### src/rtl/ibex_pkg.sv
// Shared Ibex types used by the FP issue controller: ISA encodings, CSR addresses,
// FP rounding modes and the FPU exception-flag layout.
package ibex_pkg;

    typedef enum logic [1:0] {
        RV32FNone   = 2'd0,
        RV32FSingle = 2'd1,
        RV64FDouble = 2'd2
    } rvfloat_e;

    typedef enum logic [6:0] {
        OPCODE_LOAD_FP  = 7'h07,
        OPCODE_STORE_FP = 7'h27,
        OPCODE_MADD     = 7'h43,
        OPCODE_MSUB     = 7'h47,
        OPCODE_NMSUB    = 7'h4b,
        OPCODE_NMADD    = 7'h4f,
        OPCODE_OP_FP    = 7'h53
    } opcode_e;

    typedef enum logic {
        FP32 = 1'b0,
        FP64 = 1'b1
    } fp_type_e;

    typedef enum logic [1:0] {
        CSR_OP_READ  = 2'd0,
        CSR_OP_WRITE = 2'd1,
        CSR_OP_SET   = 2'd2,
        CSR_OP_CLEAR = 2'd3
    } csr_op_e;

    typedef enum logic [2:0] {
        RNE = 3'd0,
        RTZ = 3'd1,
        RDN = 3'd2,
        RUP = 3'd3,
        RMM = 3'd4,
        DYN = 3'd7
    } fp_rm_e;

    typedef struct packed {
        logic nv;
        logic dz;
        logic of;
        logic uf;
        logic nx;
    } fp_status_t;

    localparam logic [11:0] CSR_FFLAGS = 12'h001;
    localparam logic [11:0] CSR_FRM    = 12'h002;
    localparam logic [11:0] CSR_FCSR   = 12'h003;

    function automatic int unsigned fpu_width(input rvfloat_e cfg);
        case (cfg)
            RV64FDouble: return 32'd64;
            default:     return 32'd32;
        endcase
    endfunction

endpackage

### src/rtl/ibex_fcsr.sv
// Floating-point CSR file: fflags/frm storage, CSR address decode and the
// read-modify-write path, merged with FPU exception-flag accumulation.
module ibex_fcsr
    import ibex_pkg::*;
(
    input  logic        clk_i,
    input  logic        rst_ni,
    input  logic        csr_access_i,
    input  logic [11:0] csr_addr_i,
    input  csr_op_e     csr_op_i,
    input  logic [31:0] csr_wdata_i,
    output logic [31:0] csr_rdata_o,
    output logic        csr_illegal_o,
    input  logic        status_we_i,
    input  fp_status_t  status_i,
    output logic [2:0]  frm_o
);

    logic [4:0]  fflags_r;
    logic [2:0]  frm_r;
    logic [4:0]  fflags_next_s;
    logic [2:0]  frm_next_s;
    logic [31:0] old_s;
    logic [31:0] result_s;
    logic        legal_s;
    logic        write_s;
    logic        unused_s;

    // Address decode: current value of the selected CSR, zero-extended.
    always_comb begin
        old_s   = 32'h0000_0000;
        legal_s = 1'b1;
        case (csr_addr_i)
            CSR_FFLAGS: old_s = {27'h000_0000, fflags_r};
            CSR_FRM:    old_s = {29'h0000_0000, frm_r};
            CSR_FCSR:   old_s = {24'h00_0000, frm_r, fflags_r};
            default:    legal_s = 1'b0;
        endcase
    end

    // CSR operation applied to the old value.
    always_comb begin
        case (csr_op_i)
            CSR_OP_READ:  result_s = old_s;
            CSR_OP_WRITE: result_s = csr_wdata_i;
            CSR_OP_SET:   result_s = old_s | csr_wdata_i;
            CSR_OP_CLEAR: result_s = old_s & ~csr_wdata_i;
            default:      result_s = old_s;
        endcase
    end

    assign write_s = csr_access_i & legal_s & (csr_op_i != CSR_OP_READ);

    // Next-state: CSR update first, then FPU flags OR-ed on top so a same-cycle
    // completion is never lost.
    always_comb begin
        fflags_next_s = fflags_r;
        frm_next_s    = frm_r;
        if (write_s && (csr_addr_i == CSR_FFLAGS || csr_addr_i == CSR_FCSR)) begin
            fflags_next_s = result_s[4:0];
        end else begin
            fflags_next_s = fflags_r;
        end
        if (status_we_i) begin
            fflags_next_s = fflags_next_s | status_i;
        end else begin
            fflags_next_s = fflags_next_s;
        end
        if (write_s && csr_addr_i == CSR_FCSR) begin
            frm_next_s = result_s[7:5];
        end else if (write_s && csr_addr_i == CSR_FRM) begin
            frm_next_s = result_s[2:0];
        end else begin
            frm_next_s = frm_r;
        end
    end

    // CSR storage.
    always_ff @(posedge clk_i or negedge rst_ni) begin
        if (!rst_ni) begin
            fflags_r <= 5'b00000;
            frm_r    <= RNE;
        end else begin
            fflags_r <= fflags_next_s;
            frm_r    <= frm_next_s;
        end
    end

    assign csr_rdata_o   = old_s;
    assign csr_illegal_o = csr_access_i & ~legal_s;
    assign frm_o         = frm_r;
    assign unused_s      = ^result_s[31:8];

endmodule

### src/rtl/ibex_fp_issue_ctrl.sv
// FP instruction issue controller: resolves the rounding mode, issues to the FPU,
// collects the result for writeback and handles flush/drain of in-flight work.
module ibex_fp_issue_ctrl
    import ibex_pkg::*;
#(
    parameter rvfloat_e RVFloat = RV32FSingle
) (
    input  logic                              clk_i,
    input  logic                              rst_ni,
    input  logic                              fp_req_i,
    input  opcode_e                           fp_opcode_i,
    input  fp_type_e                          fp_fmt_i,
    input  logic [2:0]                        fp_rm_i,
    output logic                              fp_busy_o,
    output logic                              fp_illegal_o,
    output logic                              fpu_in_valid_o,
    input  logic                              fpu_in_ready_i,
    output logic [2:0]                        fpu_rm_o,
    input  logic                              fpu_out_valid_i,
    output logic                              fpu_out_ready_o,
    input  logic [fpu_width(RVFloat)-1:0]     fpu_result_i,
    input  fp_status_t                        fpu_status_i,
    output logic                              fp_wb_valid_o,
    output logic [fpu_width(RVFloat)-1:0]     fp_wb_data_o,
    input  logic                              flush_i,
    input  logic                              csr_access_i,
    input  logic [11:0]                       csr_addr_i,
    input  csr_op_e                           csr_op_i,
    input  logic [31:0]                       csr_wdata_i,
    output logic [31:0]                       csr_rdata_o,
    output logic                              csr_illegal_o
);

    localparam int unsigned FLEN = fpu_width(RVFloat);

    typedef enum logic [2:0] {
        IDLE  = 3'd0,
        ISSUE = 3'd1,
        WAIT  = 3'd2,
        DONE  = 3'd3,
        DRAIN = 3'd4
    } fsm_state_e;

    fsm_state_e      state_r;
    logic [2:0]      rm_r;
    opcode_e         opcode_r;
    fp_type_e        fmt_r;
    logic            busy_r;
    logic            illegal_r;
    logic            in_valid_r;
    logic            out_ready_r;
    logic            wb_valid_r;
    logic [FLEN-1:0] wb_data_r;
    logic [2:0]      frm_s;
    logic [2:0]      rm_resolved_s;
    logic            rm_illegal_s;
    logic            status_we_s;
    logic            unused_s;

    assign rm_resolved_s = (fp_rm_i == DYN) ? frm_s : fp_rm_i;
    assign rm_illegal_s  = rm_resolved_s inside {3'b101, 3'b110, 3'b111};
    assign status_we_s   = (state_r == WAIT) & fpu_out_valid_i & ~flush_i;

    ibex_fcsr u_fcsr (
        .clk_i         (clk_i),
        .rst_ni        (rst_ni),
        .csr_access_i  (csr_access_i),
        .csr_addr_i    (csr_addr_i),
        .csr_op_i      (csr_op_i),
        .csr_wdata_i   (csr_wdata_i),
        .csr_rdata_o   (csr_rdata_o),
        .csr_illegal_o (csr_illegal_o),
        .status_we_i   (status_we_s),
        .status_i      (fpu_status_i),
        .frm_o         (frm_s)
    );

    // Issue FSM with registered handshake outputs; rm is latched at acceptance so
    // later frm writes cannot disturb the in-flight instruction.
    always_ff @(posedge clk_i or negedge rst_ni) begin
        if (!rst_ni) begin
            state_r     <= IDLE;
            rm_r        <= 3'b000;
            opcode_r    <= OPCODE_OP_FP;
            fmt_r       <= FP32;
            busy_r      <= 1'b0;
            illegal_r   <= 1'b0;
            in_valid_r  <= 1'b0;
            out_ready_r <= 1'b0;
            wb_valid_r  <= 1'b0;
            wb_data_r   <= '0;
        end else begin
            illegal_r <= 1'b0;
            case (state_r)
                IDLE: begin
                    if (fp_req_i && rm_illegal_s) begin
                        illegal_r <= 1'b1;
                    end else if (fp_req_i) begin
                        rm_r       <= rm_resolved_s;
                        opcode_r   <= fp_opcode_i;
                        fmt_r      <= fp_fmt_i;
                        busy_r     <= 1'b1;
                        in_valid_r <= 1'b1;
                        state_r    <= ISSUE;
                    end else begin
                        state_r <= IDLE;
                    end
                end
                ISSUE: begin
                    // An accepted transfer cannot be recalled; a flush then drains it.
                    if (fpu_in_ready_i) begin
                        in_valid_r  <= 1'b0;
                        out_ready_r <= 1'b1;
                        state_r     <= flush_i ? DRAIN : WAIT;
                    end else if (flush_i) begin
                        in_valid_r <= 1'b0;
                        busy_r     <= 1'b0;
                        state_r    <= IDLE;
                    end else begin
                        state_r <= ISSUE;
                    end
                end
                WAIT: begin
                    if (fpu_out_valid_i && flush_i) begin
                        out_ready_r <= 1'b0;
                        busy_r      <= 1'b0;
                        state_r     <= IDLE;
                    end else if (fpu_out_valid_i) begin
                        out_ready_r <= 1'b0;
                        wb_valid_r  <= 1'b1;
                        wb_data_r   <= fpu_result_i;
                        state_r     <= DONE;
                    end else if (flush_i) begin
                        state_r <= DRAIN;
                    end else begin
                        state_r <= WAIT;
                    end
                end
                DRAIN: begin
                    if (fpu_out_valid_i) begin
                        out_ready_r <= 1'b0;
                        busy_r      <= 1'b0;
                        state_r     <= IDLE;
                    end else begin
                        state_r <= DRAIN;
                    end
                end
                DONE: begin
                    wb_valid_r <= 1'b0;
                    busy_r     <= 1'b0;
                    state_r    <= IDLE;
                end
                default: begin
                    busy_r      <= 1'b0;
                    in_valid_r  <= 1'b0;
                    out_ready_r <= 1'b0;
                    wb_valid_r  <= 1'b0;
                    state_r     <= IDLE;
                end
            endcase
        end
    end

    assign fp_busy_o       = busy_r;
    assign fp_illegal_o    = illegal_r;
    assign fpu_in_valid_o  = in_valid_r;
    assign fpu_rm_o        = rm_r;
    assign fpu_out_ready_o = out_ready_r;
    assign fp_wb_valid_o   = wb_valid_r & ~flush_i;
    assign fp_wb_data_o    = wb_data_r;
    assign unused_s        = ^{opcode_r, fmt_r};

endmodule
### config.mk
export PLATFORM = sky130hd
export DESIGN_NAME = ibex_fp_issue_ctrl
export DESIGN_NICKNAME = d
export VERILOG_FILES = /design/src/rtl/ibex_pkg.sv /design/src/rtl/ibex_fcsr.sv /design/src/rtl/ibex_fp_issue_ctrl.sv
export SDC_FILE = /design/constraint.sdc
export NUM_CORES = 1
export LEC_CHECK = 0
export CORE_MARGIN = 1
export CORE_UTILIZATION = 37
export DETAILED_ROUTE_END_ITERATION = 8
export PLACE_DENSITY = 0.82
export SLEW_MARGIN = 0
export SYNTH_ARGS = -nofsm -noshare
export SYNTH_HDL_FRONTEND = slang
export SYNTH_SLANG_ARGS = --single-unit
### constraint.sdc
create_clock -name clk_i -period 1.7 [get_ports clk_i]
set_input_delay 0.255 -clock clk_i [delete_from_list [all_inputs] [get_ports clk_i]]
set_output_delay 0.255 -clock clk_i [all_outputs]
set_load 0.03 [all_outputs]
After elaboration in Yosys (flattened, before gate mapping)
Index checks and enable logic that the tools add are counted.
{"block": "totals", "regBits": 51, "inputBits": 101, "output_inout_bits": 73, "elab_cells": 107}
{"block": "classes", "eq_ne": 24, "n_mux": 35, "n_bitwise": 17, "reduce_logical": 21}
{"cell": "$pmux 8 s4", "n": 1}
{"cell": "$mux 3", "n": 9}
{"cell": "$eq 12x2->1 const B", "n": 2}
{"cell": "$pmux 8 s3", "n": 1}
{"cell": "$mux 1", "n": 17}
{"cell": "$ne 2x2->1 const B", "n": 8}
{"cell": "$eq 3x3->1 const B", "n": 5}
{"cell": "$eq 12x1->1 const B", "n": 1}
{"cell": "$pmux 3 s4", "n": 1}
{"cell": "$mux 5", "n": 2}
{"cell": "$reduce_and 3->1", "n": 3}
{"cell": "$reduce_or 3->1", "n": 3}
{"cell": "$and 8x8->8", "n": 1}
{"cell": "$not 8->8", "n": 1}
{"cell": "$or 8x8->8", "n": 1}
{"cell": "$pmux 1 s4", "n": 2}
{"cell": "$not 1->1", "n": 7}
{"cell": "$and 1x1->1", "n": 6}
{"cell": "$eq 3x2->1 const B", "n": 2}
{"cell": "$reduce_and 6->1", "n": 1}
{"cell": "$logic_and 1x1->1", "n": 5}
{"cell": "$or 5x5->5", "n": 1}
{"cell": "$eq 2x2->1 const B", "n": 2}
{"cell": "$reduce_and 4->1", "n": 1}
{"cell": "13 further kinds", "n": 14}

Logic depth before layout (Yosys ltp)
{"block": "logic_depth", "ltp_word": 9, "mapped_depth": 6, "mapped_depth_nobuf": 5}

Modules after synthesis
From an unflattened synthesis, not the netlist that was laid out.
{"block": "hier_totals", "cells_unflattened": 248, "hier_area_um2": 2752.6}
{"module": "ibex_fp_issue_ctrl", "instances": 1, "cells_each": 131, "area_per_inst_um2": 1785.5, "seq_area_each_um2": 1076.0}
{"module": "ibex_fcsr", "instances": 1, "cells_each": 117, "area_per_inst_um2": 967.2, "seq_area_each_um2": 200.2}

Worst setup path after synthesis
Ideal clock, no wire load.
{"block": "synth_path", "path_type": "in2out", "from": "in csr_addr_i[9]", "to": "out csr_rdata_o[0]", "arrival_time_ps": 1303, "setup_slack_ps": 142, "stages": 4, "path_cell_list": "nor4_2 nand3_1 buf_6 nor2_1"}
{"block": "synth_between", "elab_chain_len": 2, "elab_cells_between_ends": 4, "cone_classes": "eq/ne: 3; mux: 1"}
{"element": "start: declaration", "line_no": "ibex_fp_issue_ctrl.sv:27", "rtl": "input logic [11:0] csr_addr_i,"}
{"element": "$eq 12x2->1 / $eq 12x1->1 (equally long branches)", "line_no": "ibex_fcsr.sv:33", "rtl": "case (csr_addr_i)"}
{"element": "$pmux 8 s3 *", "line_no": "ibex_fcsr.sv:33"}
{"element": "end: declaration", "line_no": "ibex_fp_issue_ctrl.sv:30", "rtl": "output logic [31:0] csr_rdata_o,"}
Every way passes the cells marked *; elsewhere a longest branch is shown, timed or not.

Worst setup path after layout
{"block": "layout_path", "from": "in csr_addr_i[5]", "to": "out csr_rdata_o[6]"}
Same word-level chain as after synthesis.

==> flow_metrics.py <==
metrics = {
    "status": {
        "status": "completed",
    },
    "floorplanning": {
        "dieArea_sq_um": 7650,
        "core-area_sq_um": 6907,
        "ios": 174,
        "initial_core_util_pct": 39.13,
        "dieHeight_um": 87.47,
        "die_w_um": 87.47,
        "rows": 30,
    },
    "placement": {
        "dp_cells": 484,
        "gp_congestion": 0.8701,
        "dp_hpwl_um": 5263,
        "dpl-instance-area_sq_um": 4059,
        "io_buffer_count": 117,
    },
    "job": {
        "maxCapViolations": 0,
    },
    "hold_path": {
        "hold_path_class": "in2async",
    },
    "worst_setup_path": {
        "required_ps": 1440,
        "worstSetupPathType": "in2out",
        "path_buf_inv": 3,
        "critPathLaunchType": "input pin",
        "cp_data_arrival_time_ps": 1400,
        "crit_slowest_cell": "nor4_4",
        "crit_chain": "clkdlybuf4s15_1, nor4_4, buf_4, and3_4, and4_1, buf_6",
        "cpLargestDelayFamily": "simple AND/OR/NAND/NOR gates",
        "slowest_delay_ps": 230,
        "cp-end-kind": "output port",
        "crit_path_max_fanout": 6,
    },
    "layout": {
        "multi_input_area_sq_um": 1287,
        "final_area_sq_um": 4238,
        "antenna_cells": 0,
        "final_cell_mix": "clkdlybuf4s50_1 (93), dfrtp_1 (51), buf_4 (37)",
        "fill_cells": 591,
        "seq_area_sq_um": 1276,
        "synthToLayoutAreaGrowth_pct": 56.81,
        "final_common_cell": "clkdlybuf4s50_1",
        "instances_no_fill": 497,
        "final_nets": 501,
        "drive_gt1_share_pct": 25.69,
    },
    "power_and_ir_drop": {
        "power_density_nw_per_um2": 1389,
        "leakagePower_nw": 1.866,
        "vdd_ir_drop_max_mv": 0.3667,
    },
    "cts": {
        "cts_buffers": 5,
        "clock_sinks": 51,
        "clk_path_buf_depth": 2,
        "path_clk_slew_ps": 100,
        "clkLatencyLatePin_ps": 310,
        "cts_tree": "built",
        "clockRootBuffer": "clkbuf_8",
        "htreeDepth": 2,
    },
    "global_routing": {
        "grt_pass1_wl_um": 10390,
        "grt_max_degree": 33,
        "antenna_found_initial": 0,
        "grt_usage_pct": 17.50,
        "first_global_vias": 2318,
        "overflow": 0,
    },
    "detailed_routing": {
        "vias_per_cell": 4.881,
        "wirelength_met1_um": 2719,
        "vias": 2426,
        "drc": 0,
        "routed-wl-met3_um": 609,
        "drtAntennaViolNets": 0,
        "met2_length_um": 3344,
        "firstDrtPassIters": 4,
        "top_layer_used": "met4",
        "wl_per_cell_um": 13.66,
        "first_iter_violations": 81,
        "wl_um": 6789,
    },
    "yosys": {
        "synth_top_area_share_pct": 47.22,
        "synthCells": 255,
        "synth_seq_cells": 51,
        "synthDistinctLibCells": 43,
        "syn_area_sq_um": 2703,
        "synth-edff-count": 0,
        "synth_flop_cell": "dfrtp_1",
        "async_flop_share_pct": 100.0,
        "ys_seq_area_share_pct": 47.22,
        "synth_area_leaders": "dfrtp_1 (47%), mux2_2 (13%), buf_4 (7.2%), nand2_1 (3.1%), nor2_1 (3.1%)",
        "ys_warn_count": 0,
        "avgSynthCellArea_sq_um": 10.60,
        "synth_top_area_cell": "dfrtp_1",
    },
    "timing": {
        "finalMaxSlewViolations": 0,
        "skew_ps": 8.815,
        "maxSlewHeadroom_pct": 64.83,
        "rsz0062_at_grt": "no",
        "layout_min_cycle_time_ps": 1651,
        "fmax_mhz": 605.6,
        "finalCritPeriodShare_pct": 97.13,
        "hold_violations": 0,
        "worst_pin_slew_ps": 527.5,
        "finalSetupViolCount": 0,
    },
}
## final timing paths
check | from | endpoint | slack [ps] | cells past startpoint
setup / recovery | csr_addr_i[5] | csr_rdata_o[6] | 50 | 6
hold / removal | rst_ni | fp_illegal_o | 460 | 2
setup reg to reg | state_r[0] | fpu_rm_o[1] | 110 | 4
hold reg to reg | fpu_in_valid_o | fpu_in_valid_o | 500 | 1
max in group asynchronous | rst_ni | fp_wb_data_o[7] | 710 | 3
min in group clk_i | fpu_status_i[3] | u_fcsr.fflags_r[3] | 500 | 3
## cells by family (layout without fill, tap and decap cells)
kind of cell	count (synthesis)	in the layout	synth area share, %
other	1	24	0.1388
AOI/OAI and AO/OA	52	52	13.38
muxes	33	33	13.70
and+or+nand+nor	81	81	16.34
DFF	51	51	47.22
buffers and inverters	37	160	9.213
## cell type report
| class | instances | share of cell area [%] |
|---|---|---|
| timing repair buffer | 151 | 33.36 |
| clock inverter | 3 | 1.594 |
| tap | 96 | 2.834 |
| inverter | 1 | 0.08857 |
| sequential | 51 | 30.12 |
| multi-input combinational | 190 | 30.38 |
| clock buffer | 5 | 1.624 |
## synthesized netlist by cell type (3+ instances only)
master / number
dfrtp_1: 51
mux2_2: 32
buf_4: 26
nand2_1: 22
nor2_1: 22
o21ai_0: 16
a21oi_1: 7
o21ai_1: 7
clkbuf_1: 5
nor3_1: 5
and3_1: 4
buf_2: 4
a22oi_1: 3
a31oi_1: 3
and4_1: 3
nand2b_1: 3
nor4_2: 3
o31ai_1: 3
o31ai_4: 3
## per-stage QoR
stage / hold WS (ps) / power (W) / util, % / worst slack [ps] / setup TNS [ps]
after floorplan: -40.59 / 0.003614 / - / 142.0 / 0
after global placement: 261.0 / 0.004823 / 58.77 / -474.4 / -9440
after CTS: 480.6 / 0.005959 / 61.63 / 1.301 / 0
final: 459.2 / 0.005886 / 61.36 / 48.78 / 0
after global routing: 509.9 / 0.006190 / 61.36 / 1.640 / 0
after detailed placement: 271.5 / 0.004917 / 58.77 / -487.3 / -9591
## per-layer routing
| metal | up-vias | track usage [%] |
|---|---|---|
| li1 | 1150 | - |
| met1 | 1123 | 20.10 |
| met2 | 141 | 31.25 |
| met3 | 12 | 4.550 |
| met4 | 0 | 6.259 |
| met5 | - | 0 |
## registers in the layout, summed over array words and instances (netlist names), 3 cells and up
register / cells
state_r: 3
u_fcsr.frm_o: 3
u_fcsr.fflags_r: 5
fp_wb_data_o: 32
fpu_rm_o: 3
## report_power, final
part | switching, W | internal, W | total, W | leakage (nW)
logic | 0.00153 | 0.00137 | 0.00290 | 1.15
registers | 0.000281 | 0.00171 | 0.00199 | 0.653
clock network | 0.000411 | 0.000587 | 0.000998 | 0.0644
total | 0.00223 | 0.00366 | 0.00589 | 1.87
## timing repair
| action | in CTS | in global routing |
|---|---|---|
| endpoints found under the setup margin | 9 | 10 |
| buffers inserted | 4 | 0 |
| endpoints found under the hold margin | 21 | 0 |
| gates resized for setup | 26 | 9 |
| pin swaps | 7 | 3 |
| hold buffers | 1 | 0 |
## worst reg2reg max path, cell delays in order, from the launching register on
cell	delay, ps
dfrtp_1	480
or4b_1	570
buf_4	170
o21ai_0	180
nand2_1	80
Note: power is estimated with default switching activity, not from simulation.
